`src/rtl/hslp_mul_pipe.sv`:
```
// Pipelined HSLP approximate multiplier: per-quadrant low-bit truncation, 3-stage
// valid/ready pipeline, per-result error flag and saturating error counter.
module hslp_mul_pipe #(
    parameter int WIDTH     = 8,
    parameter int TRUNC     = 2,
    parameter int ERR_CNT_W = 16
) (
    input  logic                   clk,
    input  logic                   rst,
    input  logic                   in_valid,
    output logic                   in_ready,
    input  logic [WIDTH-1:0]       a,
    input  logic [WIDTH-1:0]       b,
    input  logic [3:0]             mode,
    output logic                   out_valid,
    input  logic                   out_ready,
    output logic [2*WIDTH-1:0]     prod,
    output logic                   approx_err,
    input  logic                   err_clr,
    output logic [ERR_CNT_W-1:0]   err_cnt
);
    localparam int HALF = WIDTH / 2;
    localparam int PW   = 2 * WIDTH;
    localparam logic [WIDTH-1:0] TRUNC_MASK = ~((WIDTH'(1) << TRUNC) - WIDTH'(1));

    logic                 advance;
    logic                 s1_valid_reg;
    logic [WIDTH-1:0]     s1_a_reg;
    logic [WIDTH-1:0]     s1_b_reg;
    logic [3:0]           s1_mode_reg;
    logic                 s2_valid_reg;
    logic [PW-1:0]        s2_exact_reg;
    logic [WIDTH-1:0]     s2_q [4];
    logic                 out_valid_reg;
    logic [PW-1:0]        prod_reg;
    logic                 approx_err_reg;
    logic [PW-1:0]        prod_next;
    logic                 approx_err_next;
    logic [ERR_CNT_W-1:0] err_cnt_reg;

    // All stages move in lockstep; a stalled output freezes the whole pipe.
    assign advance  = !out_valid_reg || out_ready;
    assign in_ready = advance;

    always_ff @(posedge clk) begin
        if (rst) begin
            s1_valid_reg <= 1'b0;
            s1_a_reg     <= '0;
            s1_b_reg     <= '0;
            s1_mode_reg  <= '0;
        end else if (advance) begin
            s1_valid_reg <= in_valid;
            s1_a_reg     <= a;
            s1_b_reg     <= b;
            s1_mode_reg  <= mode;
        end
    end

    // Quadrant index gi: bit 1 selects the high half of a, bit 0 the high half of b.
    genvar gi;
    generate
        for (gi = 0; gi < 4; gi++) begin : g_quad
            logic [HALF-1:0]  op_a;
            logic [HALF-1:0]  op_b;
            logic [WIDTH-1:0] q_exact;
            logic [WIDTH-1:0] q_appr;
            logic [WIDTH-1:0] q_reg;

            if (gi >= 2) begin : g_ah
                assign op_a = s1_a_reg[WIDTH-1:HALF];
            end else begin : g_al
                assign op_a = s1_a_reg[HALF-1:0];
            end
            if ((gi % 2) == 1) begin : g_bh
                assign op_b = s1_b_reg[WIDTH-1:HALF];
            end else begin : g_bl
                assign op_b = s1_b_reg[HALF-1:0];
            end

            assign q_exact = WIDTH'(op_a) * WIDTH'(op_b);
            assign q_appr  = s1_mode_reg[gi] ? (q_exact & TRUNC_MASK) : q_exact;

            always_ff @(posedge clk) begin
                if (rst) begin
                    q_reg <= '0;
                end else if (advance) begin
                    q_reg <= q_appr;
                end
            end

            assign s2_q[gi] = q_reg;
        end
    endgenerate

    always_ff @(posedge clk) begin
        if (rst) begin
            s2_valid_reg <= 1'b0;
            s2_exact_reg <= '0;
        end else if (advance) begin
            s2_valid_reg <= s1_valid_reg;
            s2_exact_reg <= PW'(s1_a_reg) * PW'(s1_b_reg);
        end
    end

    always_comb begin
        prod_next       = {s2_q[3], WIDTH'(0)}
                        + ((PW'(s2_q[2]) + PW'(s2_q[1])) << HALF)
                        + PW'(s2_q[0]);
        approx_err_next = (prod_next != s2_exact_reg);
    end

    always_ff @(posedge clk) begin
        if (rst) begin
            out_valid_reg  <= 1'b0;
            prod_reg       <= '0;
            approx_err_reg <= 1'b0;
        end else if (advance) begin
            out_valid_reg  <= s2_valid_reg;
            prod_reg       <= prod_next;
            approx_err_reg <= approx_err_next;
        end
    end

    // Clear wins over a simultaneous erroring handshake, which is then not counted.
    always_ff @(posedge clk) begin
        if (rst || err_clr) begin
            err_cnt_reg <= '0;
        end else if (out_valid_reg && out_ready && approx_err_reg
                     && (err_cnt_reg != {ERR_CNT_W{1'b1}})) begin
            err_cnt_reg <= err_cnt_reg + ERR_CNT_W'(1);
        end
    end

    assign out_valid  = out_valid_reg;
    assign prod       = prod_reg;
    assign approx_err = approx_err_reg;
    assign err_cnt    = err_cnt_reg;

endmodule

```
`config.mk`:
```
export PLATFORM = sky130hd
export DESIGN_NAME = hslp_mul_pipe
export DESIGN_NICKNAME = d
export VERILOG_FILES = /design/src/rtl/hslp_mul_pipe.sv
export SDC_FILE = /design/constraint.sdc
export NUM_CORES = 1
export LEC_CHECK = 0
export ABC_AREA = 1
export BUFFER_PORTS_ARGS = -buffer_cell sky130_fd_sc_hd__buf_4
export CORE_UTILIZATION = 40
export DETAILED_ROUTE_END_ITERATION = 10
export PLACE_DENSITY_LB_ADDON = 0.15
export SYNTH_ARGS = -nofsm -noshare
export SYNTH_HDL_FRONTEND = slang
export SYNTH_SLANG_ARGS = --single-unit
```
`constraint.sdc`:
```
create_clock -name clk -period 5.1 [get_ports clk]
set_input_delay 0.255 -clock clk [delete_from_list [all_inputs] [get_ports clk]]
set_output_delay 0.255 -clock clk [all_outputs]
set_load 0.03 [all_outputs]
```
==> results of run 1 <==
==> cell families after synthesis <==
| kind of cell | share of synthesized area, % |
|---|---|
| buffers and inverters | 13.3 |
| AOI/OAI and AO/OA | 12.3 |
| adders and majority gates | 26.4 |
| xor gates and xnor gates | 2.88 |
| DFF | 24.5 |
| and+or+nand+nor | 20.7 |
==> worst min path at each step <==
stage | depth (start not counted) | slack (ns) | to | from
after floorplan | 1 | 0.32 | out_valid | rst
after global placement | 2 | 0.45 | s2_valid_reg | s2_valid_reg
after detailed placement | 2 | 0.46 | s2_valid_reg | s2_valid_reg
after CTS | 3 | 0.13 | s1_b_reg[0] | b[0]
after global routing | 3 | 0.14 | s1_valid_reg | in_valid
final | 3 | 0.14 | s1_b_reg[0] | b[0]
==> area by class of cell <==
class	count	area share (%)
clock inverters	7	0.831
well taps	275	3.63
repair buffers	64	5.07
multi-input cells	785	56.0
flip-flops and latches	104	22.0
inverters	256	10.1
clock buffers	9	2.37
==> synthesized netlist by cell type, drive strengths merged <==
master and count:
xnor2 14, o221ai 2, nor3b 1, o21bai 13
a31o 1, a211oi 1, a21o 6, nand2b 1
nor4 1, and2 2, nor3 11, nand4 12
a21boi 1, a31oi 5, clkbuf 43, and3 1
or2 6, inv 256, xor2 14, o21ai 73
a21oi 67, ha 98, o21a 1, fa 51
o211ai 17, nand3 67, nor2 93, nand2 225
nand3b 1, dfxtp 104, buf 1
==> layer usage <==
metal,wire (um),GRT usage [%],vias up
li1,-,-,3780
met4,221,4.02,0
met1,10500,27.9,3222
met5,0,0,-
met3,602,2.44,15
met2,9150,33.4,89
==> per-stage QoR <==
step	total power, uW	area, um^2	std cells
after floorplan	1300	8510	1189
after global placement	1450	9180	1484
after detailed placement	1460	9180	1484
after CTS	2190	9480	1500
after global routing	2310	9480	1500
final	2160	9480	1500
==> worst max-delay path, delay by kind of cell, from the launching register on <==
| kind | cells | cell delay (ns) |
|---|---|---|
| DFF | 1 | 0.51 |
| buffers and inverters | 4 | 0.19 |
| AOI/OAI and AO/OA | 4 | 0.69 |
| adders and majority gates | 5 | 2.51 |
| and+or+nand+nor | 4 | 0.41 |
==> power by group through the flow <==
stage | Combinational, uW | Sequential [uW] | Clock (uW)
floorplan | 376 | 927 | 0
global placement | 521 | 930 | 0
detailed placement | 524 | 931 | 0
CTS | 528 | 913 | 751
global route | 602 | 921 | 787
finish | 520 | 911 | 726
==> cells in the final DEF, fill, tap and decap left out, types with 5 or more instances in the layout <==
cell	count
nor3_1	10
buf_4	64
ha_1	98
a21o_1	6
dfxtp_1	104
a21oi_1	67
o21bai_1	13
nand4_1	12
nand3_1	66
o211ai_1	17
a31oi_1	5
o21ai_0	72
clkbuf_16	9
fa_1	51
nand2_1	223
xor2_1	14
xnor2_1	14
or2_2	6
nor2_1	91
inv_1	254
==> impl_metrics.py, run 1 <==
metrics = {
    "clock_tree": {
        "clock_path_buffers": 2,
        "clk_latency_ns": 0.37,
        "clk_pin_slew_worst_paths_ns": 0.08,
        "root_buffer": "clkbuf_16",
        "clock-sinks": 104,
        "cts_max_level": 3,
        "ctsHoldBuffers": 0,
        "cts_tree": "yes",
        "cts_setup_buffers": 0,
        "cts_buffers": 9,
        "cts_resized": 0,
    },
    "die": {
        "ios": 60,
        "initial_core_util_pct": 40.6,
        "die_x_um": 148,
        "row_count": 53,
        "die_y_um": 148,
        "core_area_um2": 21000,
        "dieArea_um2": 21900,
    },
    "placement": {
        "post-dp-hpwl_mm": 16.3,
        "pre_cts_slack_ns": 0.680,
        "port_buffers": 59,
        "finalWeightedCongestion": 0.806,
    },
    "detailed_routing": {
        "antenna_left": 0,
        "vias": 7106,
        "routedWlPerCell_um": 13.6,
        "drc": 0,
        "vias_per_cell": 4.74,
        "drt_pre_antenna_iters": 5,
        "drt-total-wl_mm": 20.5,
        "drtIter0Drc": 309,
    },
    "final_layout": {
        "largest_reg_flops": 32,
        "filler_cell_count": 2262,
        "drive_gt1_share_pct": 7.76,
        "area_growth_pct": 11.4,
        "postLayoutCoreUtil_pct": 45.3,
        "n_antenna_cell": 0,
        "multiInputGateArea_um2": 5310,
        "fin_nets": 1394,
        "seqCellArea_um2": 2080,
    },
    "sta": {
        "worst_pin_slew_ns": 0.781,
        "max_slew_margin_pct": 48.0,
        "max_freq_mhz": 226,
        "drv_slew": 0,
        "finalSetupViolCount": 0,
        "period_share_pct": 86.7,
        "rsz0062_at_grt": "false",
        "finalWorstSetupSlack_ns": 0.679,
        "tns_ns": 0,
        "layout_min_cycle_time_ns": 4.42,
        "finClkSkew_ns": 0.0187,
        "hold_violations": 0,
        "whs_ns": 0.137,
    },
    "min_path": {
        "hold_class": "input pin to flip-flop",
    },
    "pwr": {
        "seqPwrFrac_pct": 42.3,
        "switching_share_pct": 34.4,
        "p_comb_share_pct": 24.1,
        "leakage_uw": 0.00548,
        "ir_drop_mv": 0.143,
        "clkPwrFrac_pct": 33.7,
        "internal-power_uw": 1420,
        "power_density_nw_per_um2": 227,
        "switchingPower_uw": 741,
    },
    "synth": {
        "synth_area_um2": 8510,
        "syn_nets": 1363,
        "ys_ff_latch": 104,
        "seq_area_frac_synth_pct": 24.5,
        "synth_cells": 1189,
        "synth.distinct_cells": 38,
        "synth_top_area_cell": "dfxtp_1",
        "synth_area_per_cell_um2": 7.16,
        "ys_top_cells_by_area": "dfxtp_1, ha_1, fa_1, inv_1, nand2_1",
        "ys_warn_count": 0,
        "synth_top_area_share_pct": 24.5,
    },
    "critical_path": {
        "worst-r2r-setup-slack_ns": 0.68,
        "regToRegEndpoint": "s2_exact_reg[12]",
        "r2r_cells": 17,
        "cp.required_ns": 5.37,
        "startpoint_type": "flip-flop",
        "endpoint_kind": "flip-flop",
        "cp_slowest_cell": "fa_1",
        "cp_cell_sequence": "nand2_1 -> fa_1 -> fa_1 -> inv_1 -> fa_1 -> inv_1 -> fa_1 -> inv_1 -> ha_1 -> a21o_1 -> a21oi_1 -> o21ai_1 -> a21oi_1 -> nand2b_1 -> nand3_1 -> nand2_1 -> inv_1",
        "startpoint": "s1_b_reg[7]",
        "crit_fanout": 9,
        "critPathKind": "flip-flop to flip-flop",
        "rr_startpoint": "s1_b_reg[7]",
        "worstSetupEndpoint": "s2_exact_reg[12]",
        "worst_path_largest_cell_delay_ns": 0.56,
        "crit_arrival_ns": 4.69,
    },
    "grt": {
        "overflow": 0,
        "grt_pass1_wl_mm": 34.7,
        "grt_max_degree": 81,
        "antenna_found_initial": 0,
        "grt_pass1_vias": 6890,
        "grtUsageTotal_pct": 20.1,
    },
    "status": {
        "status": "finished clean",
    },
    "job": {
        "cap_violations": 0,
    },
}
Power figures use the tool's default switching activity.
==> inputs of run 2 (changes only) <==
--- a/config.mk
+++ b/config.mk
@@ -6,10 +6,9 @@
 export NUM_CORES = 1
 export LEC_CHECK = 0
 export ABC_AREA = 1
-export BUFFER_PORTS_ARGS = -buffer_cell sky130_fd_sc_hd__buf_4
 export CORE_UTILIZATION = 40
 export DETAILED_ROUTE_END_ITERATION = 10
-export PLACE_DENSITY_LB_ADDON = 0.15
+export DONT_BUFFER_PORTS = 1
 export SYNTH_ARGS = -nofsm -noshare
 export SYNTH_HDL_FRONTEND = slang
 export SYNTH_SLANG_ARGS = --single-unit
==> run 2 against run 1 <==
Compared with the run above:
- critical path depth is the same
- routed wire length is 0.35% lower
- register-to-register slack better by 0.07 ns
- sequential power up 2.6%
- global-route usage shrank 0.29 points
- hold slack got worse by 0.077 ns
- clock power grew 3.2%
- largest cell class unchanged
- combinational power fell by 10%
- power fell by 0.25%
- utilization decreased by 2.0 points
- sequential cell count stayed put
==> impl_metrics.py, run 2 (synthesized netlist as in run 1, its figures left out) <==
metrics = {
    "detailed_routing": {
        "drt-total-wl_mm": 20.4,
        "drt_pre_antenna_iters": 6,
        "antenna_left": 0,
        "drtIter0Drc": 272,
        "drc": 0,
        "vias": 6978,
        "vias_per_cell": 4.84,
        "routedWlPerCell_um": 14.1,
    },
    "sta": {
        "finalWorstSetupSlack_ns": 0.750,
        "period_share_pct": 85.3,
        "tns_ns": 0,
        "finClkSkew_ns": 0.0126,
        "max_slew_margin_pct": 35.6,
        "drv_slew": 0,
        "max_freq_mhz": 230,
        "worst_pin_slew_ns": 0.966,
        "layout_min_cycle_time_ns": 4.35,
        "rsz0062_at_grt": "false",
        "finalSetupViolCount": 0,
        "hold_violations": 0,
    },
    "final_layout": {
        "multiInputGateArea_um2": 5310,
        "finalNonFillerCells": 1443,
        "n_antenna_cell": 0,
        "final_common_cell": "inv_1",
        "filler_cell_count": 2200,
        "layout_common_cells": "inv_1, nand2_1, dfxtp_1, ha_1, nor2_1",
        "fin_nets": 1337,
        "seqCellArea_um2": 2080,
        "area_growth_pct": 6.48,
        "drive_gt1_share_pct": 3.17,
        "largest_reg_flops": 32,
    },
    "die": {
        "initial_core_util_pct": 40.6,
        "die_y_um": 148,
        "die_x_um": 148,
        "dieArea_um2": 21900,
        "ios": 60,
        "row_count": 53,
        "core_area_um2": 21000,
    },
    "clock_tree": {
        "clk_pin_slew_worst_paths_ns": 0.08,
        "clk_latency_ns": 0.37,
        "cts_buffers": 9,
        "cts_max_level": 3,
        "root_buffer": "clkbuf_16",
        "clock-sinks": 104,
        "cts_tree": "yes",
        "clock_path_buffers": 2,
    },
    "placement": {
        "post-dp-hpwl_mm": 16.1,
        "pre_cts_slack_ns": 0.743,
        "dp.cells": 1426,
        "finalWeightedCongestion": 0.859,
        "port_buffers": 0,
    },
    "grt": {
        "antenna_found_initial": 0,
        "grt_max_degree": 95,
        "grt_pass1_wl_mm": 34.0,
        "grt_pass1_vias": 6840,
        "grtUsageTotal_pct": 19.8,
        "overflow": 0,
    },
    "critical_path": {
        "worstSetupEndpoint": "s2_exact_reg[12]",
        "cp_slowest_cell": "fa_1",
        "rr_startpoint": "s1_b_reg[7]",
        "endpoint_kind": "flip-flop",
        "r2r_cells": 17,
        "cp.required_ns": 5.37,
        "worst-r2r-setup-slack_ns": 0.75,
        "startpoint": "s1_b_reg[7]",
        "regToRegEndpoint": "s2_exact_reg[12]",
        "crit_arrival_ns": 4.62,
        "crit_fanout": 9,
        "startpoint_type": "flip-flop",
        "cp_cell_sequence": "nand2_1 -> fa_1 -> fa_1 -> inv_1 -> fa_1 -> inv_1 -> fa_1 -> inv_1 -> ha_1 -> a21o_1 -> a21oi_1 -> o21ai_1 -> a21oi_1 -> nand2b_1 -> nand3_1 -> nand2_1 -> inv_1",
        "critPathKind": "flip-flop to flip-flop",
        "worst_path_largest_cell_delay_ns": 0.57,
    },
    "job": {
        "cap_violations": 0,
    },
    "pwr": {
        "power_density_nw_per_um2": 237,
        "leakage_uw": 0.00520,
        "ir_drop_mv": 0.171,
    },
    "status": {
        "status": "finished clean",
    },
    "min_path": {
        "hold_class": "input pin to flip-flop",
    },
}
run 2: changes by cell type in the layout (fill, tap and decap cells not counted):
| cell | delta |
|---|---|
| clkinv_2 | +1 |
| dlygate4sd3_1 | +1 |
| clkinvlp_4 | -2 |
| inv_2 | -1 |
| inv_8 | +2 |
| buf_4 | -58 |
run 2: timing repair:
item                                    in CTS  in global routing
setup buffers                                0                  0
endpoints found under the setup margin       0                  0
resized for setup                            0                  0
hold endpoints to repair                    11                  0
hold buffers                                 1                  0
run 2: layout make-up:
cell class / instances / share of cell area, %
Multi-Input combinational cell: 785 / 58.6
Sequential cell: 104 / 23.0
Inverter: 256 / 10.6
Tap cell: 275 / 3.80
Clock buffer: 9 / 2.48
Clock inverter: 7 / 0.952
Timing Repair Buffer: 7 / 0.607
run 2: routing by layer:
| metal | share of wire, % | GRT usage [%] | vias to the layer above |
|---|---|---|---|
| li1 | - | - | 3677 |
| met1 | 51 | 27.4 | 3189 |
| met2 | 44 | 32.2 | 94 |
| met3 | 3.1 | 3.09 | 18 |
| met4 | 1.4 | 4.85 | 0 |
| met5 | 0 | 0 | - |
run 2: how the worst min path moves through the flow:
stage                     slack [ns]                  to  cells after the start  startpoint
after floorplan                 0.32           out_valid                      1         rst
after global placement          0.33  g_quad[2].q_reg[0]                      1         rst
after detailed placement        0.33  g_quad[2].q_reg[0]                      1         rst
after CTS                       0.05         s1_b_reg[0]                      2        b[0]
after global routing            0.06         s1_b_reg[0]                      2        b[0]
final                           0.06         s1_b_reg[4]                      2        b[4]
run 2: report_power, final:
part	total (uW)	internal (uW)	leakage [uW]	switching, uW
clock	749	359	0.000154	390
sequential	935	865	0.000851	70.3
combinational	468	176	0.00420	292
total	2150	1400	0.00520	752
run 2: worst max-delay path, delay by kind of cell (launching register included):
kind | cells | cell delay, ns
compound gates | 4 | 0.67
fa+ha+maj | 5 | 2.50
buf+inv | 4 | 0.18
flops | 1 | 0.50
simple gates | 4 | 0.41
run 2: stage by stage:
step / hold WS, ns / power (uW) / area, um^2 / utilization, %
6_report: 0.0596 / 2150 / 9070 / 43.3
5_1_grt: 0.0627 / 2290 / 9070 / 43.3
4_1_cts: 0.0495 / 2180 / 9070 / 43.3
3_5_place_dp: 0.330 / 1420 / 8740 / 41.7
3_3_place_gp: 0.327 / 1420 / 8740 / 41.7
2_1_floorplan: 0.324 / 1300 / 8510 / -
==> inputs of run 3 (changes only) <==
==> constraint.sdc (replaced) <==
create_clock -name clk -period 4.6 [get_ports clk]
set_input_delay 0.23 -clock clk [delete_from_list [all_inputs] [get_ports clk]]
set_output_delay 0.23 -clock clk [all_outputs]
set_load 0.03 [all_outputs]
==> run 3 against run 2 <==
Compared with the run above:
- critical path depth grew 2
- via count grew 1.1%
- sequential cell count is the same
==> impl_metrics.py, run 3 (synthesized netlist as in run 1, its figures left out) <==
metrics = {
    "grt": {
        "overflow": 0,
        "grt_pass1_wl_mm": 34.0,
        "grtUsageTotal_pct": 19.9,
        "antenna_found_initial": 0,
        "grt_pass1_vias": 6822,
        "grt_max_degree": 81,
    },
    "final_layout": {
        "postLayoutCoreUtil_pct": 43.6,
        "drive_gt1_share_pct": 3.83,
        "fin_nets": 1344,
        "layout_common_cells": "inv_1, nand2_1, dfxtp_1, ha_1, nor2_1",
        "final_common_cell": "inv_1",
        "seqCellArea_um2": 2080,
        "largest_reg_flops": 32,
        "filler_cell_count": 2191,
        "area_growth_pct": 7.26,
        "multiInputGateArea_um2": 5310,
        "n_antenna_cell": 0,
    },
    "clock_tree": {
        "clk_latency_ns": 0.37,
        "root_buffer": "clkbuf_16",
        "clock_path_buffers": 2,
        "cts_tree": "yes",
        "clock-sinks": 104,
        "clk_pin_slew_worst_paths_ns": 0.09,
        "cts_buffers": 9,
        "cts_max_level": 3,
        "cts_setup_buffers": 0,
    },
    "critical_path": {
        "path_buf_inv": 6,
        "cp_slowest_cell": "fa_1",
        "crit_arrival_ns": 4.55,
        "crit_fanout": 9,
        "cp.required_ns": 4.86,
        "crit_family": "adder cells",
        "path_common_cell": "inv_1",
        "endpoint_kind": "flip-flop",
        "cp_cell_sequence": "nand2_1 -> inv_1 -> fa_1 -> inv_1 -> fa_1 -> inv_1 -> fa_1 -> inv_1 -> fa_1 -> inv_1 -> ha_1 -> a21o_1 -> a21oi_1 -> o21ai_1 -> a21oi_1 -> nand2b_1 -> nand3_1 -> nand2_1 -> inv_1",
        "worst_path_largest_cell_delay_ns": 0.53,
        "critPathKind": "flip-flop to flip-flop",
        "startpoint_type": "flip-flop",
    },
    "detailed_routing": {
        "antenna_left": 0,
        "vias_per_cell": 4.86,
        "drtIter0Drc": 354,
        "drt-total-wl_mm": 20.4,
        "vias": 7054,
        "routedWlPerCell_um": 14.1,
        "drt_pre_antenna_iters": 5,
        "drc": 0,
    },
    "die": {
        "die_x_um": 148,
        "ios": 60,
        "core_area_um2": 21000,
        "dieArea_um2": 21900,
        "die_y_um": 148,
        "initial_core_util_pct": 40.6,
        "row_count": 53,
    },
    "sta": {
        "worst_pin_slew_ns": 0.808,
        "finClkSkew_ns": 0.0211,
        "tns_ns": 0,
        "rsz0062_at_grt": "false",
        "drv_slew": 0,
        "finalSetupViolCount": 0,
        "max_freq_mhz": 233,
        "period_share_pct": 93.4,
        "hold_violations": 0,
        "layout_min_cycle_time_ns": 4.29,
        "max_slew_margin_pct": 46.1,
        "whs_ns": 0.0205,
    },
    "status": {
        "status": "finished clean",
    },
    "pwr": {
        "ir_drop_mv": 0.155,
        "leakage_uw": 0.00524,
        "power_density_nw_per_um2": 263,
        "total_power_uw": 2400,
    },
    "placement": {
        "post-dp-hpwl_mm": 16.3,
        "port_buffers": 0,
        "finalWeightedCongestion": 0.872,
    },
    "job": {
        "cap_violations": 0,
    },
    "min_path": {
        "hold_class": "input pin to flip-flop",
    },
}
==> run 3: final timing paths <==
path	from	end	slack (ns)	depth (start not counted)
max	s1_a_reg[5]	s2_exact_reg[12]	0.31	19
min	a[2]	s1_a_reg[2]	0.02	2
max reg2reg	s1_a_reg[5]	s2_exact_reg[12]	0.31	19
min reg2reg	s2_exact_reg[2]	s2_exact_reg[2]	0.47	2
==> run 3: power breakdown <==
part,internal [uW],total (uW),switching [uW]
combinational,199,533,334
clock,401,838,437
sequential,959,1030,72.8
total,1560,2400,843
==> run 3: metrics by stage <==
stage	cell area, um^2	cells	worst slack [ns]
after detailed placement	8800	1433	0.319
after CTS	9130	1450	0.295
final	9130	1450	0.305
after global placement	8800	1433	0.370
after global routing	9130	1450	0.00247
after floorplan	8510	1189	0.369
==> run 3: final cells by class <==
| class | count | area share (%) |
|---|---|---|
| repair buffers | 14 | 1.18 |
| multi-input cells | 785 | 58.2 |
| flip-flops and latches | 104 | 22.8 |
| clock inverters | 7 | 1.08 |
| well taps | 275 | 3.77 |
| clock buffers | 9 | 2.47 |
| inverters | 256 | 10.5 |
==> run 3: routing by layer <==
layer / vias up / part of all wire [%] / global-route usage, %
met3: 21 / 3.7 / 3.70
met5: - / 0 / 0
met4: 0 / 1.9 / 5.82
met2: 127 / 44 / 32.1
li1: 3683 / - / -
met1: 3223 / 50 / 27.0
==> run 3: what timing repair did <==
action                                  in CTS  in global routing
endpoints found under the hold margin       11                  0
endpoints found under the setup margin       0                  1
resized for setup                            0                  1
hold buffers                                 1                  0
